--- src/rtl/cachedir_ctrl.sv ---
// cachedir_ctrl: controller for the 512x29 dual-port cache directory RAM.
// Port A serves bridge lookup/fill/invalidate requests (one every two cycles).
// Port B serves single-cycle snoop invalidations.
// After reset the whole directory is swept to zero before any traffic is accepted.
module cachedir_ctrl #(
    parameter int unsigned PA_WIDTH    = 40,
    parameter int unsigned LINE_BITS   = 4,
    parameter int unsigned INDEX_WIDTH = 9,
    parameter int unsigned TAG_WIDTH   = PA_WIDTH - LINE_BITS - INDEX_WIDTH
) (
    input  logic                   clock,
    input  logic                   reset,

    input  logic                   req_valid,
    output logic                   req_ready,
    input  logic [1:0]             req_op,
    input  logic [PA_WIDTH-1:0]    req_addr,
    input  logic                   req_dirty,

    output logic                   rsp_valid,
    output logic                   rsp_hit,
    output logic                   rsp_dirty,
    output logic                   rsp_evict,
    output logic [TAG_WIDTH-1:0]   rsp_evict_tag,
    output logic                   rsp_evict_dirty,

    input  logic                   snp_valid,
    output logic                   snp_ready,
    input  logic [PA_WIDTH-1:0]    snp_addr,
    output logic                   snp_hit,

    output logic                   init_done,

    output logic                   dir_wren_a,
    output logic [INDEX_WIDTH-1:0] dir_address_a,
    output logic [TAG_WIDTH+1:0]   dir_data_a,
    input  logic [TAG_WIDTH+1:0]   dir_q_a,

    output logic                   dir_wren_b,
    output logic [INDEX_WIDTH-1:0] dir_address_b,
    output logic [TAG_WIDTH+1:0]   dir_data_b,
    input  logic [TAG_WIDTH+1:0]   dir_q_b
);

    localparam int unsigned ENTRY_W = TAG_WIDTH + 2;
    localparam int unsigned SWEEP_W = INDEX_WIDTH - 1;
    localparam int unsigned TAG_LSB = LINE_BITS + INDEX_WIDTH;
    localparam int unsigned VLD_BIT = TAG_WIDTH + 1;
    localparam int unsigned DRT_BIT = TAG_WIDTH;

    localparam logic [1:0] OP_FILL  = 2'b01;
    localparam logic [1:0] OP_INVAL = 2'b10;

    typedef enum logic [1:0] {
        ST_INIT = 2'd0,
        ST_IDLE = 2'd1,
        ST_EXEC = 2'd2
    } state_t;

    state_t                 r_state;
    logic [SWEEP_W-1:0]     r_sweep;
    logic                   r_init_done;
    logic                   r_req_ready;

    logic [1:0]             r_op;
    logic [INDEX_WIDTH-1:0] r_idx;
    logic [TAG_WIDTH-1:0]   r_tag;
    logic                   r_dirty;

    logic                   r_rsp_valid;
    logic                   r_rsp_hit;
    logic                   r_rsp_dirty;
    logic                   r_rsp_evict;
    logic [TAG_WIDTH-1:0]   r_rsp_evict_tag;
    logic                   r_rsp_evict_dirty;
    logic                   r_snp_hit;

    logic [INDEX_WIDTH-1:0] w_req_idx;
    logic [TAG_WIDTH-1:0]   w_req_tag;
    logic [INDEX_WIDTH-1:0] w_snp_idx;
    logic [TAG_WIDTH-1:0]   w_snp_tag;

    logic                   w_qa_valid;
    logic                   w_qa_dirty;
    logic [TAG_WIDTH-1:0]   w_qa_tag;
    logic                   w_a_hit;
    logic                   w_evict;

    logic                   w_sweeping;
    logic                   w_exec;
    logic                   w_snp_wr;
    logic                   w_collide;
    logic                   w_is_fill;
    logic                   w_is_inval;
    logic                   w_unused;

    // Address split for request and snoop paths
    assign w_req_idx = req_addr[LINE_BITS +: INDEX_WIDTH];
    assign w_req_tag = req_addr[TAG_LSB +: TAG_WIDTH];
    assign w_snp_idx = snp_addr[LINE_BITS +: INDEX_WIDTH];
    assign w_snp_tag = snp_addr[TAG_LSB +: TAG_WIDTH];

    // Port A read-data decode against the latched request
    assign w_qa_valid = dir_q_a[VLD_BIT];
    assign w_qa_dirty = dir_q_a[DRT_BIT];
    assign w_qa_tag   = dir_q_a[TAG_WIDTH-1:0];
    assign w_a_hit    = w_qa_valid & (w_qa_tag == r_tag);
    assign w_is_fill  = (r_op == OP_FILL);
    assign w_is_inval = (r_op == OP_INVAL);
    assign w_evict    = w_is_fill & w_qa_valid & (w_qa_tag != r_tag);

    // Phase qualifiers; reset suppresses every RAM write in the same cycle
    assign w_sweeping = ~reset & (r_state == ST_INIT);
    assign w_exec     = ~reset & (r_state == ST_EXEC);

    // Snoop invalidates only a valid entry whose tag matches
    assign w_snp_wr = ~reset & r_init_done & snp_valid & dir_q_b[VLD_BIT]
                      & (dir_q_b[TAG_WIDTH-1:0] == w_snp_tag);

    // A snoop write to the index under execution wins; the request retries next cycle
    assign w_collide = w_exec & w_snp_wr & (w_snp_idx == r_idx);

    // Port A address: even sweep index during init, latched request index otherwise
    assign dir_address_a = w_sweeping ? {r_sweep, 1'b0} : r_idx;

    // Port A write data: new valid entry on fill, zero for sweep and invalidate
    assign dir_data_a = (!w_sweeping && w_is_fill) ? {1'b1, r_dirty, r_tag} : ENTRY_W'(0);

    // Port A write enable: sweep, fill, or invalidate of a hit, unless a snoop collides
    always_comb begin
        dir_wren_a = 1'b0;
        if (w_sweeping) begin
            dir_wren_a = 1'b1;
        end else if (w_exec && !w_collide) begin
            if (w_is_fill) begin
                dir_wren_a = 1'b1;
            end else if (w_is_inval) begin
                dir_wren_a = w_a_hit;
            end
        end
    end

    // Port B: odd sweep index during init, snoop index (combinational) afterwards
    assign dir_address_b = w_sweeping ? {r_sweep, 1'b1} : w_snp_idx;
    assign dir_data_b    = ENTRY_W'(0);
    assign dir_wren_b    = w_sweeping | w_snp_wr;

    // Controller state, request latch and registered responses
    always_ff @(posedge clock) begin
        if (reset) begin
            r_state           <= ST_INIT;
            r_sweep           <= SWEEP_W'(0);
            r_init_done       <= 1'b0;
            r_req_ready       <= 1'b0;
            r_op              <= 2'b00;
            r_idx             <= INDEX_WIDTH'(0);
            r_tag             <= TAG_WIDTH'(0);
            r_dirty           <= 1'b0;
            r_rsp_valid       <= 1'b0;
            r_rsp_hit         <= 1'b0;
            r_rsp_dirty       <= 1'b0;
            r_rsp_evict       <= 1'b0;
            r_rsp_evict_tag   <= TAG_WIDTH'(0);
            r_rsp_evict_dirty <= 1'b0;
            r_snp_hit         <= 1'b0;
        end else begin
            r_rsp_valid <= 1'b0;
            r_snp_hit   <= w_snp_wr;
            case (r_state)
                ST_INIT: begin
                    r_sweep <= SWEEP_W'(r_sweep + SWEEP_W'(1));
                    if (r_sweep == {SWEEP_W{1'b1}}) begin
                        r_state     <= ST_IDLE;
                        r_init_done <= 1'b1;
                        r_req_ready <= 1'b1;
                    end
                end
                ST_IDLE: begin
                    if (req_valid) begin
                        r_op        <= req_op;
                        r_idx       <= w_req_idx;
                        r_tag       <= w_req_tag;
                        r_dirty     <= req_dirty;
                        r_req_ready <= 1'b0;
                        r_state     <= ST_EXEC;
                    end
                end
                ST_EXEC: begin
                    if (!w_collide) begin
                        r_rsp_valid       <= 1'b1;
                        r_rsp_hit         <= w_a_hit;
                        r_rsp_dirty       <= w_a_hit & w_qa_dirty;
                        r_rsp_evict       <= w_evict;
                        r_rsp_evict_tag   <= w_evict ? w_qa_tag : TAG_WIDTH'(0);
                        r_rsp_evict_dirty <= w_evict & w_qa_dirty;
                        r_req_ready       <= 1'b1;
                        r_state           <= ST_IDLE;
                    end
                end
                default: begin
                    r_state <= ST_INIT;
                    r_sweep <= SWEEP_W'(0);
                end
            endcase
        end
    end

    assign req_ready       = r_req_ready;
    assign rsp_valid       = r_rsp_valid;
    assign rsp_hit         = r_rsp_hit;
    assign rsp_dirty       = r_rsp_dirty;
    assign rsp_evict       = r_rsp_evict;
    assign rsp_evict_tag   = r_rsp_evict_tag;
    assign rsp_evict_dirty = r_rsp_evict_dirty;
    assign snp_hit         = r_snp_hit;
    assign snp_ready       = r_init_done;
    assign init_done       = r_init_done;

    // Line-offset bits and the snooped dirty bit carry no information here
    assign w_unused = &{1'b0, req_addr[LINE_BITS-1:0], snp_addr[LINE_BITS-1:0], dir_q_b[DRT_BIT]};

endmodule

--- config.mk ---
export PLATFORM = sky130hd
export DESIGN_NAME = cachedir_ctrl
export DESIGN_NICKNAME = d
export VERILOG_FILES = /design/src/rtl/cachedir_ctrl.sv
export SDC_FILE = /design/constraint.sdc
export NUM_CORES = 1
export LEC_CHECK = 0
export BUFFER_PORTS_ARGS = -buffer_cell sky130_fd_sc_hd__buf_4
export CORE_ASPECT_RATIO = 1.4
export CORE_UTILIZATION = 45
export DETAILED_ROUTE_END_ITERATION = 7
export PLACE_DENSITY = 0.91
export SLEW_MARGIN = 15
export SYNTH_ARGS = -nofsm -noshare
export SYNTH_HDL_FRONTEND = slang
export SYNTH_SLANG_ARGS = --single-unit
--- constraint.sdc ---
create_clock -name clock -period 2.4 [get_ports clock]
set_clock_uncertainty 0.2 [all_clocks]
set_input_delay 0.12 -clock clock [delete_from_list [all_inputs] [get_ports clock]]
set_output_delay 0.12 -clock clock [all_outputs]
set_load 0.02 [all_outputs]
==> flow_summary.json <==
{
  "outcome": "finished, violations left",
  "failed_checks": "negative setup slack",
  "buffers_added_on_ports": 220,
  "cell_type_with_the_largest_total_area_after_synthesis": "dfxtp_1",
  "drive_above_1_share_pct": 30.70,
  "initial_antenna_violation_count": 0,
  "tritoncts.num_buffers": 9,
  "maxSlewViolCount": 0,
  "rsz0062_at_grt": "yes",
  "hold_violations": 0,
  "syn2layout_area_growth_pct": 57.52,
  "worstHoldPathCells": 4,
  "overflow": 0,
  "worstHoldPathType": "in2reg",
  "yosys.cell_types.count": 38,
  "cts_root_buf": "clkbuf_16",
  "setup_ws_ns": -0.2462,
  "ys.warnings.count": 0,
  "num_io_pins": 259,
  "synth-async-reset-ratio_pct": 0,
  "vdd_drop_max_uv": 386.7,
  "stdcell_area_um2": 7521,
  "nNetsFinal": 1033,
  "synth_top_flop_cell": "dfxtp_1",
  "route.detailed.drc": 0,
  "number_of_enable_flip_flop_cells_after_synthesis": 0,
  "criticalPathCategory": "reg2out",
  "die_area_um2": 11030,
  "grt_start_max_net_pins": 86,
  "leakage_uw": 0.003531,
  "power.total_uw": 3928,
  "reg2reg_setup_slack_ns": -0.14,
  "clock-sinks": 84,
  "wl_per_cell_um": 17.70,
  "cts.path.max_buffers": 2,
  "die_height_um": 123.9,
  "finalCritPeriodShare_pct": 110.3,
  "post_synth_instance_area_um2": 4775,
  "worst-endpoint-required_ns": 2.08,
  "synth_top_cells_by_area": "dfxtp_1, nand2_1, xor2_1",
  "timing.slew.headroom_pct": 50.76,
  "yosysSeqAreaShare_pct": 35.22,
  "ys_ff_latch": 84,
  "dpl.hpwl_um": 11640,
  "startpoint": "init_done",
  "antenna_violating_nets_post_route": 0,
  "grt_pass1_wl_um": 25770,
  "wirelength_um": 18120,
  "worstSetupEndpoint": "dir_wren_a",
  "rr_worst_depth": 9,
  "post-synth-top-count-cell": "nand2_1",
  "via_count": 5424,
  "critical_path.reg2reg.startpoint": "r_idx[8]",
  "antenna_cells_inserted": 0,
  "placement_rows": 44,
  "postSynthCellCount": 602,
  "reg2reg_to": "rsp_evict_tag[18]",
  "grt_usage_pct": 31.69,
  "worst_skew_pair.late_latency_ns": 0.34,
  "maxCapViolCount": 0,
  "worst_slew_pin_slew_ns": 0.7385,
  "chipWidth_um": 89.06,
  "powerDensity_nw_per_um2": 522.2,
  "timing.final.setup_violations": 33,
  "syn_avg_cell_area_um2": 7.931,
  "cp-end-kind": "primary output",
  "start_util_pct": 46.13,
  "h-tree-depth": 3,
  "via_density_per_instance": 5.297,
  "grt_pass1_vias": 5092,
  "detailedRoute.firstPassIterationCount": 5,
  "critical_path_arrival_ns": 2.33,
  "globalplace.congestion": 0.8155,
  "area_after_dpl_um2": 6425,
  "post_synth_top_area_share_pct": 35.22,
  "dr.first_iter.drc_count": 397,
  "tritoncts": "yes",
  "crit_fanout": 2,
  "layout_min_cycle_time_ns": 2.646,
  "placeable_core_area_um2": 10350,
  "leading_post_synthesis_cells_by_instance_count": "nand2_1, dfxtp_1, xor2_1",
  "fmaxAchievable_mhz": 377.9,
  "critPathLaunchType": "flop",
  "cts.reportedPaths.clkPinSlew_ns": 0.06
}
## stage by stage
step | util [%] | instances | setup TNS, ns | hold WS, ns | worst slack, ns
floorplan | - | 630 | 0 | 0.05596 | 0.1100
global placement | 62.08 | 933 | 0 | 0.1664 | 0.07357
detailed placement | 62.08 | 933 | 0 | 0.1760 | 0.02488
finish | 72.67 | 1024 | -1.845 | 0.05320 | -0.2462
CTS | 71.59 | 1017 | -0.2114 | 0.01971 | -0.2114
global route | 72.67 | 1024 | -3.137 | 0.06282 | -0.2661
## state kept, by name, indices dropped and copies added, names as in the netlist
name / cells
r_dirty: 1
r_idx: 9
init_done: 1
rsp_dirty: 1
rsp_valid: 1
rsp_hit: 1
r_tag: 27
r_sweep: 8
snp_hit: 1
r_state: 2
rsp_evict_tag: 27
r_op: 2
rsp_evict_dirty: 1
req_ready: 1
rsp_evict: 1
## report_power, final
part	switching [uW]	total (uW)	internal, uW
logic	600	1100	498
clock network	587	1280	695
registers	81.8	1550	1470
## placed cells by master (no fill, tap or decap), types with 3 or more instances in the layout
| master | Yosys | final |
|---|---|---|
| o21ai_0 | 4 | 4 |
| dlygate4sd3_1 | 0 | 68 |
| and2_1 | 3 | 3 |
| ha_1 | 6 | 6 |
| xor2_1 | 52 | 52 |
| nor2b_1 | 5 | 3 |
| and3_1 | 29 | 29 |
| clkbuf_16 | 0 | 10 |
| nor4_2 | 1 | 4 |
| nand4_1 | 7 | 7 |
| a21oi_1 | 45 | 44 |
| inv_1 | 32 | 32 |
| o31ai_1 | 5 | 5 |
| xnor2_1 | 16 | 16 |
| nand3b_1 | 32 | 32 |
| dfxtp_1 | 84 | 83 |
| buf_4 | 32 | 237 |
| nand2_1 | 124 | 124 |
| nor4_1 | 17 | 13 |
| nand3_1 | 10 | 10 |
| nand2b_1 | 3 | 3 |
| nor2_1 | 11 | 11 |
| o41ai_1 | 27 | 27 |
| conb_1 | 1 | 29 |
## worst min-delay path by stage
stage / start / endpoint / slack [ns]
after floorplan: req_dirty / r_dirty / 0.06
after global placement: req_addr[6] / r_idx[2] / 0.17
after detailed placement: req_addr[24] / r_tag[11] / 0.18
after CTS: req_valid / r_state[0] / 0.02
after global routing: req_valid / r_state[0] / 0.06
final: req_valid / r_state[0] / 0.05
## cell families (layout without fill, tap and decap cells)
| kind of cell | Yosys count | in the layout | share of synthesized area, % |
|---|---|---|---|
| XOR/XNOR | 68 | 68 | 12.47 |
| adder cells (fa/ha/maj) | 6 | 6 | 1.572 |
| AND/OR/NAND/NOR | 255 | 255 | 27.25 |
| AO/OA/AOI/OAI | 87 | 87 | 12.26 |
| other | 1 | 29 | 0.07854 |
| buffers and inverters | 101 | 357 | 11.14 |
| flip-flops | 84 | 84 | 35.22 |
## final cells by class
type / instances / area (um^2)
fillers: 714 / 2829
multi-input cells: 445 / 2735
repair buffers: 310 / 2542
flip-flops and latches: 84 / 1683
clock buffers: 9 / 225.2
well taps: 138 / 172.7
inverters: 32 / 120.1
clock inverters: 6 / 42.54
## critical path: stages, from the launching register on
cell,delay [ns]
dfxtp_2,0.32
nand4b_1,0.21
nor4bb_1,0.40
nand4_1,0.22
or3_4,0.44
a21oi_4,0.15
nor3_2,0.05
buf_4,0.19
## metal layers
metal  GRT usage [%]  part of all wire (%)  vias up
li1                -                     -     2542
met1           33.71                    36     2494
met2           57.64                    52      327
met3           5.832                   7.1       61
met4           18.25                   4.3        0
met5               0                     0        -
## timing repair
action,4_1_cts,5_1_grt
setup endpoints to repair,3,40
resized for setup,6,11
endpoints found under the hold margin,69,0
hold buffers,68,0
cloned,0,1
pin swaps,8,12
setup buffers,1,7
(Power assumes the default switching activity.)
